`config.mk`:
```
export PLATFORM = sky130hd
export DESIGN_NAME = winograd_output_tile_writer
export DESIGN_NICKNAME = d
export VERILOG_FILES = /design/src/rtl/winograd_pkg.sv /design/src/rtl/output_tile_addr_gen.sv /design/src/rtl/winograd_output_tile_writer.sv
export SDC_FILE = /design/constraint.sdc
export NUM_CORES = 1
export LEC_CHECK = 0
export CORE_UTILIZATION = 55
export CTS_BUF_LIST = sky130_fd_sc_hd__clkbuf_8
export CTS_CLUSTER_DIAMETER = 60
export DETAILED_ROUTE_END_ITERATION = 8
export PLACE_DENSITY = 0.79
export SLEW_MARGIN = 25
export SYNTH_ARGS = -nofsm -noshare
export SYNTH_HDL_FRONTEND = slang
export SYNTH_HIERARCHICAL = 1
export SYNTH_SLANG_ARGS = --single-unit
```
`constraint.sdc`:
```
create_clock -name clk -period 4.2 [get_ports clk]
set_input_delay 0.63 -clock clk [delete_from_list [all_inputs] [get_ports clk]]
set_output_delay 0.63 -clock clk [all_outputs]
set_load 0.05 [all_outputs]
```
`src/rtl/winograd_pkg.sv`:
```
// Shared sizing helpers for the Winograd pipeline and the output writer state type.
package winograd_pkg;

   function automatic int out_tile_f(input int tile_size, input int kernel_size);
      return tile_size - kernel_size + 1;
   endfunction

   function automatic int out_w_f(input int image_width, input int kernel_size);
      return image_width - kernel_size + 1;
   endfunction

   function automatic int psum_w_f(input int kernel_data_width, input int input_data_width);
      return kernel_data_width + input_data_width + 13;
   endfunction

   function automatic int acc_w_f(input int psum_w, input int channels);
      return psum_w + $clog2(channels);
   endfunction

   function automatic int addr_w_f(input int out_w);
      return $clog2(out_w * out_w);
   endfunction

   // Counter width that never collapses to zero bits for a count of one.
   function automatic int cnt_w_f(input int n);
      return (n > 1) ? $clog2(n) : 1;
   endfunction

   typedef enum logic {
      ST_ACC,
      ST_WR
   } state_t;

endpackage

```
`src/rtl/output_tile_addr_gen.sv`:
```
// Walks the element position inside an output tile and the tile position across the frame,
// producing the address of the next write and a one-cycle frame completion pulse.
module output_tile_addr_gen
   import winograd_pkg::*;
#(
   parameter int OUT_TILE = 2,
   parameter int OUT_W    = 8,
   parameter int ADDR_W   = 6
) (
   input  logic                                       clk,
   input  logic                                       reset,
   input  logic                                       start,
   input  logic                                       advance,
   output logic [ADDR_W-1:0]                          addr_next,
   output logic [cnt_w_f(OUT_TILE*OUT_TILE)-1:0]      elem_next,
   output logic                                       last_elem,
   output logic                                       frame_done
);

   localparam int TPR  = OUT_W / OUT_TILE;
   localparam int RC_W = cnt_w_f(OUT_TILE);
   localparam int T_W  = cnt_w_f(TPR);
   localparam int EL_W = cnt_w_f(OUT_TILE * OUT_TILE);

   logic [RC_W-1:0] r, c, nr, nc;
   logic [T_W-1:0]  trow, tcol;
   logic            last_col, last_tcol, last_tile;

   assign last_col  = (c == RC_W'(OUT_TILE - 1));
   assign last_elem = last_col && (r == RC_W'(OUT_TILE - 1));
   assign last_tcol = (tcol == T_W'(TPR - 1));
   assign last_tile = last_tcol && (trow == T_W'(TPR - 1));

   // Pick the element that will be presented on the write port after this edge.
   always_comb begin
      nr = r;
      nc = c;
      if (start) begin
         nr = '0;
         nc = '0;
      end else if (last_col) begin
         nr = r + RC_W'(1);
         nc = '0;
      end else begin
         nc = c + RC_W'(1);
      end
      addr_next = ADDR_W'((int'(trow) * OUT_TILE + int'(nr)) * OUT_W + int'(tcol) * OUT_TILE + int'(nc));
      elem_next = EL_W'(int'(nr) * OUT_TILE + int'(nc));
   end

   // Element and tile counters; the tile moves on once its last element has been written.
   always_ff @(posedge clk) begin
      if (reset) begin
         r          <= '0;
         c          <= '0;
         trow       <= '0;
         tcol       <= '0;
         frame_done <= 1'b0;
      end else begin
         frame_done <= 1'b0;
         if (start) begin
            r <= '0;
            c <= '0;
         end else if (advance) begin
            if (last_elem) begin
               r          <= '0;
               c          <= '0;
               frame_done <= last_tile;
               if (last_tcol) begin
                  tcol <= '0;
                  trow <= last_tile ? '0 : trow + T_W'(1);
               end else begin
                  tcol <= tcol + T_W'(1);
               end
            end else begin
               r <= nr;
               c <= nc;
            end
         end
      end
   end

endmodule

```
`src/rtl/winograd_output_tile_writer.sv`:
```
// Sums the per-channel partial tiles of one output tile position and streams the result
// into the output image memory in raster order, one element per cycle.
module winograd_output_tile_writer
   import winograd_pkg::*;
#(
   parameter int KERNEL_SIZE       = 3,
   parameter int INPUT_IMAGE_WIDTH = 10,
   parameter int INPUT_TILE_SIZE   = 4,
   parameter int INPUT_DATA_WIDTH  = 8,
   parameter int KERNEL_DATA_WIDTH = 8,
   parameter int CHANNELS          = 3,
   localparam int OUT_TILE = out_tile_f(INPUT_TILE_SIZE, KERNEL_SIZE),
   localparam int OUT_W    = out_w_f(INPUT_IMAGE_WIDTH, KERNEL_SIZE),
   localparam int PSUM_W   = psum_w_f(KERNEL_DATA_WIDTH, INPUT_DATA_WIDTH),
   localparam int ACC_W    = acc_w_f(PSUM_W, CHANNELS),
   localparam int ADDR_W   = addr_w_f(OUT_W)
) (
   input  logic                                clk,
   input  logic                                reset,
   input  logic                                in_valid,
   output logic                                in_ready,
   input  logic [OUT_TILE*OUT_TILE*PSUM_W-1:0] in_tile,
   output logic                                wr_en,
   output logic [ADDR_W-1:0]                   wr_addr,
   output logic signed [ACC_W-1:0]             wr_data,
   output logic                                frame_done,
   output logic                                busy
);

   localparam int NELEM = OUT_TILE * OUT_TILE;
   localparam int CH_W  = cnt_w_f(CHANNELS);
   localparam int EL_W  = cnt_w_f(NELEM);

   if (OUT_W % OUT_TILE != 0) begin : g_param_check
      $error("OUT_W must be divisible by OUT_TILE");
   end

   state_t                  state, state_next;
   logic [CH_W-1:0]         ch;
   logic signed [ACC_W-1:0] acc      [NELEM];
   logic signed [ACC_W-1:0] acc_next [NELEM];
   logic                    accept, start, advance, last_elem;
   logic [ADDR_W-1:0]       addr_next;
   logic [EL_W-1:0]         elem_next;

   assign accept = in_valid && in_ready;
   assign start  = accept && (ch == CH_W'(CHANNELS - 1));
   assign busy   = (state == ST_WR) || (ch != '0);

   // The first channel seeds the accumulators, later channels add onto them.
   always_comb begin
      for (int i = 0; i < NELEM; i++) begin
         acc_next[i] = ACC_W'($signed(in_tile[i*PSUM_W +: PSUM_W]));
         if (ch != '0) begin
            acc_next[i] = acc[i] + acc_next[i];
         end
      end
   end

   // Accumulate until the final channel arrives, then spend one cycle per element writing.
   always_comb begin
      state_next = state;
      advance    = 1'b0;
      case (state)
         ST_ACC: begin
            if (start) begin
               state_next = ST_WR;
            end
         end
         ST_WR: begin
            advance = 1'b1;
            if (last_elem) begin
               state_next = ST_ACC;
            end
         end
         default: state_next = ST_ACC;
      endcase
   end

   // State register.
   always_ff @(posedge clk) begin
      if (reset) begin
         state <= ST_ACC;
      end else begin
         state <= state_next;
      end
   end

   // Handshake, channel count, accumulators and the registered write port; element 0 is
   // launched straight from the incoming sum so the writes follow the last channel with no gap.
   always_ff @(posedge clk) begin
      if (reset) begin
         in_ready <= 1'b0;
         ch       <= '0;
         wr_en    <= 1'b0;
         wr_addr  <= '0;
         wr_data  <= '0;
         for (int i = 0; i < NELEM; i++) begin
            acc[i] <= '0;
         end
      end else begin
         in_ready <= (state_next == ST_ACC);
         if (accept) begin
            for (int i = 0; i < NELEM; i++) begin
               acc[i] <= acc_next[i];
            end
            ch <= start ? '0 : ch + CH_W'(1);
         end
         if (start) begin
            wr_en   <= 1'b1;
            wr_addr <= addr_next;
            wr_data <= acc_next[0];
         end else if (advance && !last_elem) begin
            wr_en   <= 1'b1;
            wr_addr <= addr_next;
            wr_data <= acc[elem_next];
         end else begin
            wr_en   <= 1'b0;
            wr_addr <= '0;
            wr_data <= '0;
         end
      end
   end

   output_tile_addr_gen #(
      .OUT_TILE (OUT_TILE),
      .OUT_W    (OUT_W),
      .ADDR_W   (ADDR_W)
   ) u_addr_gen (
      .clk        (clk),
      .reset      (reset),
      .start      (start),
      .advance    (advance),
      .addr_next  (addr_next),
      .elem_next  (elem_next),
      .last_elem  (last_elem),
      .frame_done (frame_done)
   );

endmodule

```
==> results of run 1 <==
-- Yosys cell counts (6+ instances only) --
cell / number / area share [%]
a21oi_1: 190 / 6.9
o211ai_1: 10 / 0.55
or3_1: 11 / 0.50
nor2b_1: 10 / 0.45
nand2_1: 187 / 5.1
and2_1: 13 / 0.59
o21ai_1: 8 / 0.29
a31oi_1: 14 / 0.64
mux4_2: 31 / 5.1
buf_1: 11 / 0.30
nand4b_1: 6 / 0.38
a211oi_1: 28 / 1.5
o21a_1: 10 / 0.55
dfxtp_1: 49 / 7.1
nor3_1: 23 / 0.84
nor2_1: 138 / 3.8
a21o_1: 48 / 2.6
and3_1: 11 / 0.50
mux2i_1: 7 / 0.51
xor2_1: 34 / 2.2
o21ai_0: 86 / 3.1
inv_1: 39 / 1.1
xnor2_1: 69 / 4.4
nand2b_1: 27 / 1.2
ha_1: 124 / 11
edfxtp_1: 124 / 27
nand4_1: 12 / 0.55
nand3_1: 42 / 1.5
o21bai_1: 13 / 0.71
clkbuf_1: 54 / 1.5
-- cell type report --
type | instances | area share (%)
antenna | 3 | 0.0466
clock buffer | 17 | 1.45
clock inverter | 15 | 1.06
inverter | 40 | 0.948
multi-input combinational | 1247 | 53.8
sequential | 173 | 29.2
tap | 324 | 2.52
timing repair buffer | 175 | 10.9
-- worst register-to-register path: stages (launching register included) --
cell,delay (ns)
edfxtp_1,0.37
ha_1,0.18
inv_1,0.06
fa_1,0.38
nand2b_1,0.20
a211oi_1,0.26
o21ai_1,0.17
o221a_2,0.32
o31ai_2,0.34
o41ai_2,0.16
o41ai_1,0.49
xnor2_1,0.17
nor2_1,0.06
-- power groups by stage --
stage / sequential (mW) / combinational, mW / clock (mW)
final: 2.02 / 1.52 / 1.22
after CTS: 2.01 / 1.50 / 1.23
after global placement: 2.05 / 1.45 / 0
after global routing: 2.03 / 1.67 / 1.28
after detailed placement: 2.05 / 1.48 / 0
after floorplan: 2.01 / 1.09 / 0
-- kinds of logic (layout without fill, tap and decap cells) --
logic type | count (synthesis) | count (layout)
compound gates | 472 | 472
xor+xnor | 103 | 103
fa+ha+maj | 128 | 128
buf+inv | 110 | 247
flops | 173 | 173
mux | 40 | 40
other cells | 0 | 3
simple gates | 504 | 504
-- metal layers --
| layer | up-vias | share of wire [%] | global-route usage [%] |
|---|---|---|---|
| met3 | 66 | 9.6 | 4.21 |
| met1 | 5832 | 43 | 42.7 |
| met4 | 0 | 2.6 | 11.2 |
| met5 | - | 0 | 0 |
| met2 | 616 | 45 | 46.2 |
| li1 | 5917 | - | - |
-- cell usage in the layout, fill, tap and decap left out, types with 7 or more instances in the layout --
cell | netlist | final
xor2_1 | 34 | 34
nand2b_1 | 27 | 27
nor2_1 | 138 | 135
nor3_1 | 23 | 22
o211ai_1 | 10 | 10
a21o_1 | 48 | 48
edfxtp_1 | 124 | 124
xnor2_1 | 69 | 69
nor2b_1 | 10 | 10
nand4_1 | 12 | 12
dfxtp_1 | 49 | 49
ha_1 | 124 | 124
o21ai_0 | 86 | 86
o21bai_1 | 13 | 13
o21ai_1 | 8 | 8
mux2i_1 | 7 | 7
and2_1 | 13 | 13
nand2_1 | 187 | 187
and3_1 | 11 | 11
clkbuf_8 | 0 | 17
mux4_2 | 31 | 31
a21oi_1 | 190 | 190
nand3_1 | 42 | 41
a211oi_1 | 28 | 28
clkdlybuf4s50_1 | 0 | 159
a31oi_1 | 14 | 14
buf_4 | 4 | 12
or3_1 | 11 | 11
o21a_1 | 10 | 10
inv_1 | 39 | 38
-- state kept, by name, indices dropped and copies added, names as in the netlist --
signal / cells
u_addr_gen/frame_done: 1
wr_addr: 6
u_addr_gen/trow: 2
ch: 2
u_addr_gen/r: 1
acc: 124
u_addr_gen/tcol: 2
wr_data: 31
wr_en: 1
state: 1
in_ready: 1
u_addr_gen/c: 1
-- worst max path at each step --
stage,from,to
final,in_tile[29],acc[1][30]
after global routing,in_tile[87],acc[3][30]
after CTS,in_tile[29],acc[1][30]
after detailed placement,in_tile[29],acc[1][30]
after global placement,in_tile[29],acc[1][30]
after floorplan,reset,acc[0][0]
-- metrics by stage --
stage               total power, mW  setup WS (ns)  instances  utilization [%]  hold WS (ns)
finish                         4.76          0.512       1994             65.8         0.494
floorplan                      3.10          0.324       1530                -         0.458
detailed placement             3.53          0.136       1959             64.2         0.476
CTS                            4.74          0.608       1991             65.8         0.494
global placement               3.50          0.188       1959             64.2         0.470
global route                   4.97          0.429       1994             65.8         0.517
==> reports/qor.csv, run 1 <==
metric;value;unit
ys_warn_count;6;
cts_hold_buf;0;
place_congestion;0.957;
htree_levels;4;
root_buffer;clkbuf_8;
maxCapViolCount;0;
drc;0;
ios;160;
antenna_found_initial;3;
tritoncts;built;
outcome;finished clean;
cts_buffers;17;
syn-instance-count;1530;
clk_path_buf_depth;2;
fillers;1991;
report.final.hold_viol_count;0;
yosys.area_share.xor_xnor;6.55;%
p_per_area;296;nW/um^2
synth-compound-area-share;21.6;%
yosysSeqAreaShare;34.2;%
hold_class;flop to flop;
ir_worst_vdd;0.157;mV
relSlewSlack;35.2;%
vias_per_cell;6.23;
grt_start_max_net_pins;123;
multi_input_area;8670;sq um
synthFlopType;edfxtp_1;
p_int;3.09;mW
post_dp_cell_area;15700;sq um
synth-simple-area-share;16.9;%
design_area;16100;sq um
drtIter0Drc;1262;
synth_fp_nets;1777;
grt_pass1_vias;11700;
via_count;12400;
tns;0;ns
clk_pin_slew_worst_paths;0.10;ns
grt_setup_unrepaired;no;
start_kind;primary input;
synth_area;13800;sq um
synthMuxAreaShare;5.77;%
firstDrtPassIters;7;
ys_types;88;
die_w;160;um
reg2reg_slack;0.79;ns
drive_above_1_share;7.14;%
wl_per_cell;19.2;um
synth_top_family_by_area;compound AO/OA/AOI/OAI gates;
swShare;35.0;%
fin_crit_sh;87.8;%
ant_nets;0;
num-nets-final;1901;
cts_num_sinks;173;
worstMarginPinSlew;0.969;ns
path_buf_inv;2;
synth_adder_area_share;11.9;%
share_comb_of_total_power;32.0;%
crit_slowest_cell;clkdlybuf4s50_1;
rows;57;
port_buffers;159;
crit_cells;13;
p_leak;6.50;nW
ff_latch_area;4700;sq um
path_class;primary input to flop;
drv_slew;0;
fin_skew;0.0223;ns
finalSetupViolCount;0;
r2r_end;acc[1][30];
arrival;3.90;ns
die-area;25700;sq um
ctsResizeCount;0;
hold_end;u_addr_gen/r;
synthToLayoutAreaGrowth;17.0;%
grt_pass1_wl;60.6;mm
avgSynthCellArea;9.00;sq um
post-dp-hpwl;28.3;mm
slowest_delay;0.49;ns
start_util;56.3;%
fmax;0.271;GHz
path_max_fanout;4;
period_needed;3.69;ns
grt_usage;30.0;%
hold_start;u_addr_gen/r;
die_h;160;um
synth-async-reset-ratio;0;%
routed_wl;38.3;mm
critical_path_required;4.41;ns
synth-edff-count;124;
cpLargestDelayFamily;compound AO/OA/AOI/OAI gates;
timing.rr.start;acc[1][0];
p_clk_share;25.6;%
path_cells;clkdlybuf4s50_1 > ha_1 > inv_1 > fa_1 > nand2b_1 > a211oi_1 > o21ai_1 > o221a_2 > o31ai_2 > o41ai_2 > o41ai_1 > xnor2_1 > nor2_1;
grt_overflow_total;0;
min_path_cells;2;
cp-end-kind;flop;
p_sw;1.67;mW
clock_latency;0.48;ns
seq_power_share;42.4;%
post-cts-setup-buffer-count;0;
coreArea;24500;sq um
ff2ff_path_depth;12;
ys_seq_elements;173;
No activity file was read; power rests on OpenSTA's default activity.
==> inputs of run 2 (changes only) <==
- CTS_CLUSTER_SIZE: unset -> 24
==> results of run 2 <==
No change in the layout: final DEF, timing and power equal those of run 1.
==> inputs of run 3 (changes only) <==
- MAX_ROUTING_LAYER: unset -> met4
==> run 3 against run 2 <==
  * Clock skew rose by 0.0016 ns
  * Maximum frequency down 0.69%
  * Critical path depth increased by 1
  * Flip-flop and latch count stayed put
  * Final area is essentially flat
  * Critical path type unchanged
  * Core utilization hardly changed
  * Worst setup slack got worse by 0.026 ns
  * Via count is 1.0% higher
  * Sequential power barely moved
  * Global-route usage increased by 1.4 points
  * Highest routed layer unchanged
==> reports/qor.csv, run 3 (same netlist as run 1, synthesis figures left out) <==
metric;value;unit
via_count;12600;
report.final.hold_viol_count;0;
finalSetupViolCount;0;
layout_common_cells;a21oi_1, nand2_1, clkdlybuf4s50_1, nor2_1;
top_register;acc;
start_util;56.3;%
clock_latency;0.48;ns
htree_levels;4;
largest_reg_flops;124;
drtIter0Drc;1332;
grt_usage;31.4;%
tritoncts;built;
critical_path_required;4.52;ns
setup_ws;0.487;ns
drc;0;
grt_start_max_net_pins;80;
hold_class;flop to flop;
antenna_found_initial;1;
outcome;finished clean;
path_class;primary input to flop;
die_h;160;um
grt_overflow_total;0;
place_congestion;0.973;
coreArea;24500;sq um
utilization;65.8;%
path_cells;clkdlybuf4s50_1 > ha_1 > inv_1 > fa_1 > nand2b_1 > a211oi_2 > o21ai_1 > a21boi_1 > a221o_2 > a31oi_2 > o41ai_2 > xnor2_1 > or3_1 > a21oi_1;
path_buf_inv;2;
ant_nets;0;
worstMarginPinSlew;0.928;ns
grt_pass1_vias;11700;
cpLargestDelayFamily;compound AO/OA/AOI/OAI gates;
grt_setup_unrepaired;no;
post-cts-setup-buffer-count;0;
holdWs;0.505;ns
firstDrtPassIters;7;
fin_skew;0.0239;ns
rows;57;
p_leak;6.51;nW
cts_num_sinks;173;
root_buffer;clkbuf_8;
place_ws;0.118;ns
die_w;160;um
port_buffers;159;
path_max_fanout;4;
drive_above_1_share;7.36;%
grt_pass1_wl;61.6;mm
post-dp-hpwl;29.2;mm
final_common_cell;a21oi_1;
tns;0;ns
arrival;4.03;ns
clk_pin_slew_worst_paths;0.10;ns
fmax;0.269;GHz
synthToLayoutAreaGrowth;16.9;%
drv_slew;0;
ctsResizeCount;0;
wl_per_cell;19.4;um
top_regs;acc (124), wr_data (31), wr_addr (6);
die-area;25700;sq um
ios;160;
vias_per_cell;6.29;
clk_path_buf_depth;2;
cts_hold_buf;0;
fin_crit_sh;88.4;%
num-nets-final;1905;
period_needed;3.71;ns
ir_worst_vdd;0.173;mV
p_per_area;291;nW/um^2
fillers;1957;
routed_wl;38.7;mm
start_kind;primary input;
slowest_delay;0.49;ns
maxCapViolCount;0;
cp-end-kind;flop;
crit_slowest_cell;clkdlybuf4s50_1;
relSlewSlack;38.0;%
cts_buffers;17;
[run 3: cell types whose count changed in the layout (fill, tap and decap cells not counted), moves of 2 or more]
cell and delta:
clkinv_4 -2, diode_2 -2, clkinv_2 +3, buf_4 +3, inv_8 -3, inv_6 +4
[run 3: worst reg2reg max path: cells and delay by family (launching register included)]
kind	cells	cell delay (ns)
buf+inv	1	0.06
simple gates	2	0.53
compound gates	7	1.58
fa+ha+maj	2	0.59
xor+xnor	1	0.14
flops	1	0.39
[run 3: path summary, 6_finish.rpt]
path,startpoint,end,slack (ns),depth (start not counted)
min,u_addr_gen/trow[1],wr_addr[5],0.50,1
max reg2reg,acc[3][0],acc[3][30],0.75,13
max,in_tile[87],acc[3][30],0.49,14
min reg2reg,u_addr_gen/trow[1],wr_addr[5],0.50,1
[run 3: per-layer routing]
| metal | up-vias | global-route usage, % | wire, um |
|---|---|---|---|
| li1 | 5908 | - | - |
| met1 | 5910 | 44.4 | 16600 |
| met2 | 672 | 47.4 | 17600 |
| met3 | 65 | 3.84 | 3680 |
| met4 | 0 | 8.57 | 813 |
| met5 | - | - | 0 |
[run 3: power by group]
group	total [mW]	internal (mW)	switching, mW
clock network	1.12	0.430	0.694
registers	2.02	1.93	0.0867
logic	1.54	0.667	0.872
total	4.68	3.03	1.65
[run 3: final cells by class]
type	count	area, sq um	share of cell area, %
Inverter	40	153	0.948
Clock buffer	17	234	1.45
Antenna cell	1	2.50	0.0155
Multi-Input combinational cell	1247	8670	53.9
Tap cell	324	405	2.52
Clock inverter	15	124	0.770
Timing Repair Buffer	179	1800	11.2
Sequential cell	173	4700	29.2
[run 3: stage by stage]
step           instance area (sq um)  power, mW  cells
2_1_floorplan                  13800       3.10   1530
5_1_grt                        16100       4.90   1996
3_3_place_gp                   15700       3.51   1963
6_report                       16100       4.68   1996
3_5_place_dp                   15700       3.55   1963
4_1_cts                        16100       4.65   1995
==> edit 1, RTL diff (flow settings as in run 3) <==
Set the parameter `INPUT_IMAGE_WIDTH` to 20 (it was 10).
--- a/src/rtl/winograd_output_tile_writer.sv
+++ b/src/rtl/winograd_output_tile_writer.sv
@@ -4,7 +4,7 @@
    import winograd_pkg::*;
 #(
    parameter int KERNEL_SIZE       = 3,
-   parameter int INPUT_IMAGE_WIDTH = 10,
+   parameter int INPUT_IMAGE_WIDTH = 20,
    parameter int INPUT_TILE_SIZE   = 4,
    parameter int INPUT_DATA_WIDTH  = 8,
    parameter int KERNEL_DATA_WIDTH = 8,
Ports: changed (resized wr_addr); port bits go from 160 to 163. No check against the original RTL was run, so the function may have changed too.
==> edit 1 against run 3 <==
Total power rose by 5.2%; non-clock buffer count grew 6; critical endpoint is now acc[3][28]$_SDFFCE_PN0P_; sequential cell count is 7 higher; clock skew is 0.84 ps lower; largest cell class unchanged; wire length up 6.7%; core utilization up 0.64 points; critical path type unchanged; final area rose by 5.1%; synthesized area grew 4.9%; count of clock-buffer cells in the layout unchanged; setup slack worse by 6.8 ps; worst hold slack improved by 73 ps.
==> edit 1: results (changes against run 3) <==
{
  "synthesis": {
    "yosys-mux-area-fraction": {"value": 5.25, "unit": "%", "change": "-0.52 points"},
    "synthTopCellsByArea": "edfxtp_1, ha_1, dfxtp_1, a21oi_1, nand2_1",
    "synth_area_in_compound_gates": {"value": 22.4, "unit": "%", "change": "+0.78 points"},
    "synth_enable_flop_cells": {"value": 124, "change": "unchanged"},
    "post_synth_xor_area_fraction": {"value": 6.12, "unit": "%", "change": "-0.43 points"},
    "syn_nets": {"value": 1892, "change": "+6.5%"},
    "synth_adder_area_share": {"value": 12.4, "unit": "%", "change": "+0.50 points"},
    "post_synth_most_frequent_cells": "nand2_1, a21oi_1, nor2_1",
    "ys_seq_area_share": {"value": 33.5, "unit": "%", "change": "-0.64 points"}
  },
  "power": {
    "leakage": {"value": 7.05, "unit": "nW", "change": "+8.3%"},
    "vdd_drop_max": {"value": 0.000201, "unit": "V", "change": "+16%"},
    "cell_internal_pwr": {"value": 3.22, "unit": "mW", "change": "+6.3%"}
  },
  "grt": {
    "grt_start_max_net_pins": {"value": 74, "change": "-7.5%"},
    "grt_pass1_wl": {"value": 64200, "unit": "um", "change": "+4.2%"},
    "via_count_of_the_first_global_routing_pass": {"value": 12300, "change": "+5.2%"},
    "all_layer_gr_usage": {"value": 31.8, "unit": "%", "change": "+0.39 points"},
    "number_of_antenna_violations_at_the_first_check_in_global_routing": {"value": 2, "change": "+1"}
  },
  "placement": {
    "dpl.hpwl": {"value": 30900, "unit": "um", "change": "+6.0%"},
    "place_congestion": {"value": 0.977, "change": "+0.37%"},
    "placement.io_buffers": {"value": 162, "change": "+1.9%"}
  },
  "routing": {
    "wl_per_cell": {"value": 19.5, "unit": "um", "change": "+0.47%"},
    "drtPass1Iterations": {"value": 6, "change": "-1"},
    "route.vias.total": {"value": 13200, "change": "+5.1%"},
    "drt-initial-drc-count": {"value": 1248, "change": "-6.3%"}
  },
  "worst_hold_path": {
    "min-delay-start": "u_addr_gen/r$_SDFFE_PP0P_"
  },
  "finish": {
    "fillerInstances": {"value": 2103, "change": "+7.5%"},
    "final_layout_size_suffix_gt1_share": {"value": 6.60, "unit": "%", "change": "-0.76 points"},
    "layout.nets": {"value": 2033, "change": "+6.7%"},
    "reg.largest.list": "acc: 124 flops, wr_data: 31 flops, wr_addr: 9 flops"
  },
  "setup_path": {
    "cp.arrival": {"value": 4070, "unit": "ps", "change": "+40 ps"},
    "setup.reg_to_reg.worst_slack": {"value": 790, "unit": "ps", "change": "+40 ps"},
    "critical-path-max-stage-delay": {"value": 520, "unit": "ps", "change": "+30 ps"}
  },
  "run_status": {
    "run_status": "finished, final reports clean"
  },
  "sta": {
    "worst_slew_margin_rel": {"value": 27.8, "unit": "%", "change": "-10 points"},
    "finClkSkew": {"value": 23.0, "unit": "ps", "change": "-0.838 ps"},
    "hold_slack": {"value": 578, "unit": "ps", "change": "+73.4 ps"}
  },
  "clocking": {
    "clkSlewWorstSetupHoldPaths_ps": 110
  }
}
## edit 1: worst reg2reg max path, cell delays in order (launching register included)
cell	delay, ps
edfxtp_1	380
ha_1	200
inv_1	60
fa_1	400
nand2b_1	170
a211oi_2	330
o221ai_2	190
a211oi_2	260
o311a_1	270
o21ai_1	100
a21oi_2	200
a21oi_1	110
or4b_1	470
a21oi_1	130
## edit 1: path summary, 6_finish.rpt
path / endpoint / cells past startpoint
max: acc[3][28]$_SDFFCE_PN0P_ / 14
min: u_addr_gen/r$_SDFFE_PP0P_ / 2
max reg2reg: acc[3][28]$_SDFFCE_PN0P_ / 13
min reg2reg: u_addr_gen/r$_SDFFE_PP0P_ / 2
## edit 1: cell families (layout without fill, tap and decap cells)
kind of cell    Yosys count  count (layout)
flops                   180             180
buf+inv                 118             272
xor+xnor                101             101
fa+ha+maj               139             139
compound gates          515             515
mux                      37              37
simple gates            544             544
other cells               0               2
## edit 1: routing by layer
metal  global-route usage [%]  share of wire (%)  vias up
li1                         -                  -     6281
met1                     44.0                 44     6275
met2                     48.6                 45      583
met3                     4.27                8.7       60
met4                     8.96                2.2        0
met5                        -                  0        -
## edit 1: area by class of cell
class	instances	area (sq um)	share of cell area, %
Multi-Input combinational cell	1336	9170	54.2
Sequential cell	180	4840	28.6
Timing Repair Buffer	185	1860	11.0
Tap cell	330	413	2.44
Clock buffer	17	234	1.38
Inverter	55	209	1.23
Clock inverter	15	196	1.16
Antenna cell	2	5.00	0.0296
## edit 1: metrics by stage
step	setup WS, ps	instance area [sq um]	cells
after detailed placement	27.8	16500	2086
after CTS	534	16900	2118
after global routing	231	16900	2120
after floorplan	301	14400	1634
after global placement	96.0	16500	2086
final	480	16900	2120
## edit 1: power groups by stage
stage                     logic (mW)  registers [mW]  clock network, mW
after floorplan                 1.08            2.08                  0
after global placement          1.47            2.11                  0
after detailed placement        1.50            2.12                  0
after CTS                       1.51            2.08               1.31
after global routing            1.69            2.09               1.37
final                           1.53            2.09               1.31
==> edit 2, RTL diff (flow settings as in run 3) <==
Made on the original files. Reset style: asynchronous (`reset`), changed in 3 clocked blocks.
--- a/src/rtl/output_tile_addr_gen.sv
+++ b/src/rtl/output_tile_addr_gen.sv
@@ -49,7 +49,7 @@
    end
 
    // Element and tile counters; the tile moves on once its last element has been written.
-   always_ff @(posedge clk) begin
+   always_ff @(posedge clk or posedge reset) begin
       if (reset) begin
          r          <= '0;
          c          <= '0;
--- a/src/rtl/winograd_output_tile_writer.sv
+++ b/src/rtl/winograd_output_tile_writer.sv
@@ -78,7 +78,7 @@
    end
 
    // State register.
-   always_ff @(posedge clk) begin
+   always_ff @(posedge clk or posedge reset) begin
       if (reset) begin
          state <= ST_ACC;
       end else begin
@@ -88,7 +88,7 @@
 
    // Handshake, channel count, accumulators and the registered write port; element 0 is
    // launched straight from the incoming sum so the writes follow the last channel with no gap.
-   always_ff @(posedge clk) begin
+   always_ff @(posedge clk or posedge reset) begin
       if (reset) begin
          in_ready <= 1'b0;
          ch       <= '0;
Formal check against the unedited RTL: differs if reset is asserted again (counterexample within 4 cycles, from zero or initial values and one cycle with reset high); with reset held inactive, the same outputs for 4 cycles.
==> edit 2 against run 3 <==
Die area rose by 3.4%; count of clock-buffer cells in the layout did not move; sequential cell count did not move; maximum frequency is 6.9% higher; synthesized cell count increased by 9.9%; cell count is 6.8% higher; core utilization down 0.41 points; final area grew 2.6%; synthesized area is 3.4% higher; critical endpoint is now acc[92]$_DFFE_PP0P_; wire length is 0.58% higher; setup slack better by 240 ps; non-clock buffer count decreased by 1; highest routed layer unchanged.
Power is not compared: it rests on default switching activity, and its combinational part moved more than twofold at a synthesized area within 25%.
==> edit 2: results (changes against run 3) <==
{
  "sta": {
    "worst_slew_margin_rel": {"value": 33.9, "unit": "%", "change": "-4.1 points"}
  },
  "setup_path": {
    "timing.rr.end": "acc[92]$_DFFE_PP0P_",
    "timing.rr.start": "acc[62]$_DFFE_PP0P_",
    "setup.reg_to_reg.worst_slack": {"value": 980, "unit": "ps", "change": "+230 ps"},
    "critical_path.startpoint": "in_tile[29]"
  },
  "routing": {
    "drt-initial-drc-count": {"value": 1246, "change": "-6.5%"},
    "post_drt_via_cell_ratio": {"value": 6.03, "change": "-4.1%"},
    "drtPass1Iterations": {"value": 5, "change": "-2"},
    "detailed_route_wl": {"value": 39000, "unit": "um", "change": "+0.58%"}
  },
  "grt": {
    "grt_pass1_wl": {"value": 62900, "unit": "um", "change": "+2.0%"},
    "grt_start_max_net_pins": {"value": 133, "change": "+66%"},
    "via_count_of_the_first_global_routing_pass": {"value": 11800, "change": "+1.0%"},
    "all_layer_gr_usage": {"value": 31.2, "unit": "%", "change": "-0.23 points"},
    "number_of_antenna_violations_at_the_first_check_in_global_routing": {"value": 0, "change": "-1"}
  },
  "worst_hold_path": {
    "class_of_the_tightest_hold_or_removal_check": "in -> async"
  },
  "synthesis": {
    "syn_nets": {"value": 1930, "change": "+8.6%"},
    "synthDistinctLibCells": {"value": 78, "change": "-11%"},
    "ys_seq_area_share": {"value": 30.4, "unit": "%", "change": "-3.8 points"},
    "number_of_standard_cells_after_synthesis": {"value": 1682, "change": "+9.9%"},
    "post_synth_most_frequent_cells": "nand2_1, a21oi_1, dfrtp_1",
    "synthTopCellsByArea": "dfrtp_1, ha_1, a21oi_1, nand2_1, mux4_2"
  },
  "finish": {
    "final_layout_size_suffix_gt1_share": {"value": 6.27, "unit": "%", "change": "-1.1 points"},
    "layout.nets": {"value": 2037, "change": "+6.9%"},
    "insertedDiodeCount": {"value": 0, "change": "-1"}
  },
  "placement": {
    "dpl_worst_slack": {"value": 278, "unit": "ps", "change": "+159 ps"},
    "place_congestion": {"value": 0.976, "change": "+0.23%"},
    "dpl.hpwl": {"value": 30000, "unit": "um", "change": "+2.7%"},
    "dp.cells": {"value": 2099, "change": "+6.9%"}
  },
  "run_status": {
    "run_status": "finished, final reports clean"
  }
}
-- edit 2: how the worst min path moves through the flow --
stage / startpoint / to / slack, ps / cells past startpoint
global placement: acc[93]$_DFFE_PP0P_ / acc[93]$_DFFE_PP0P_ / 490 / 2
CTS: reset / u_addr_gen/trow[0]$_DFFE_PP0P_ / 460 / 2
finish: reset / u_addr_gen/trow[0]$_DFFE_PP0P_ / 470 / 2
global route: reset / wr_addr[3]$_DFF_PP0_ / 470 / 2
floorplan: reset / u_addr_gen/c$_DFFE_PP0P_ / 430 / 1
detailed placement: acc[88]$_DFFE_PP0P_ / acc[88]$_DFFE_PP0P_ / 500 / 2
-- edit 2: cell families after synthesis --
logic type / Yosys count / synth area share (%)
muxes: 65 / 7.34
adders and majority gates: 129 / 11.5
and+or+nand+nor: 479 / 15.2
DFF: 173 / 30.4
xor gates and xnor gates: 92 / 5.66
AOI/OAI and AO/OA: 607 / 26.1
buffers and inverters: 137 / 3.75
-- edit 2: per-layer routing --
layer | track usage (%) | routed length, um | vias to the layer above
li1 | - | - | 6359
met1 | 46.8 | 19200 | 6083
met2 | 45.0 | 16900 | 387
met3 | 3.67 | 2380 | 30
met4 | 6.12 | 453 | 0
met5 | - | 0 | -
-- edit 2: worst reg2reg max path, cell delays in order, from the launching register on --
cell,delay [ps]
dfrtp_1,380
ha_1,210
inv_1,80
fa_1,370
nor2b_1,190
o21a_1,160
o21ai_1,90
a21oi_1,220
a31oi_1,220
o21ai_1,280
a31oi_1,200
o31ai_1,390
a21o_1,200
mux2i_1,170
-- edit 2: area by class of cell --
cell class / count / area (sq um)
tap: 330 / 413
inverter: 47 / 180
clock inverter: 15 / 145
multi-input combinational: 1372 / 9400
timing repair buffer: 178 / 1810
fill: 2105 / 8740
sequential: 173 / 4330
clock buffer: 17 / 234
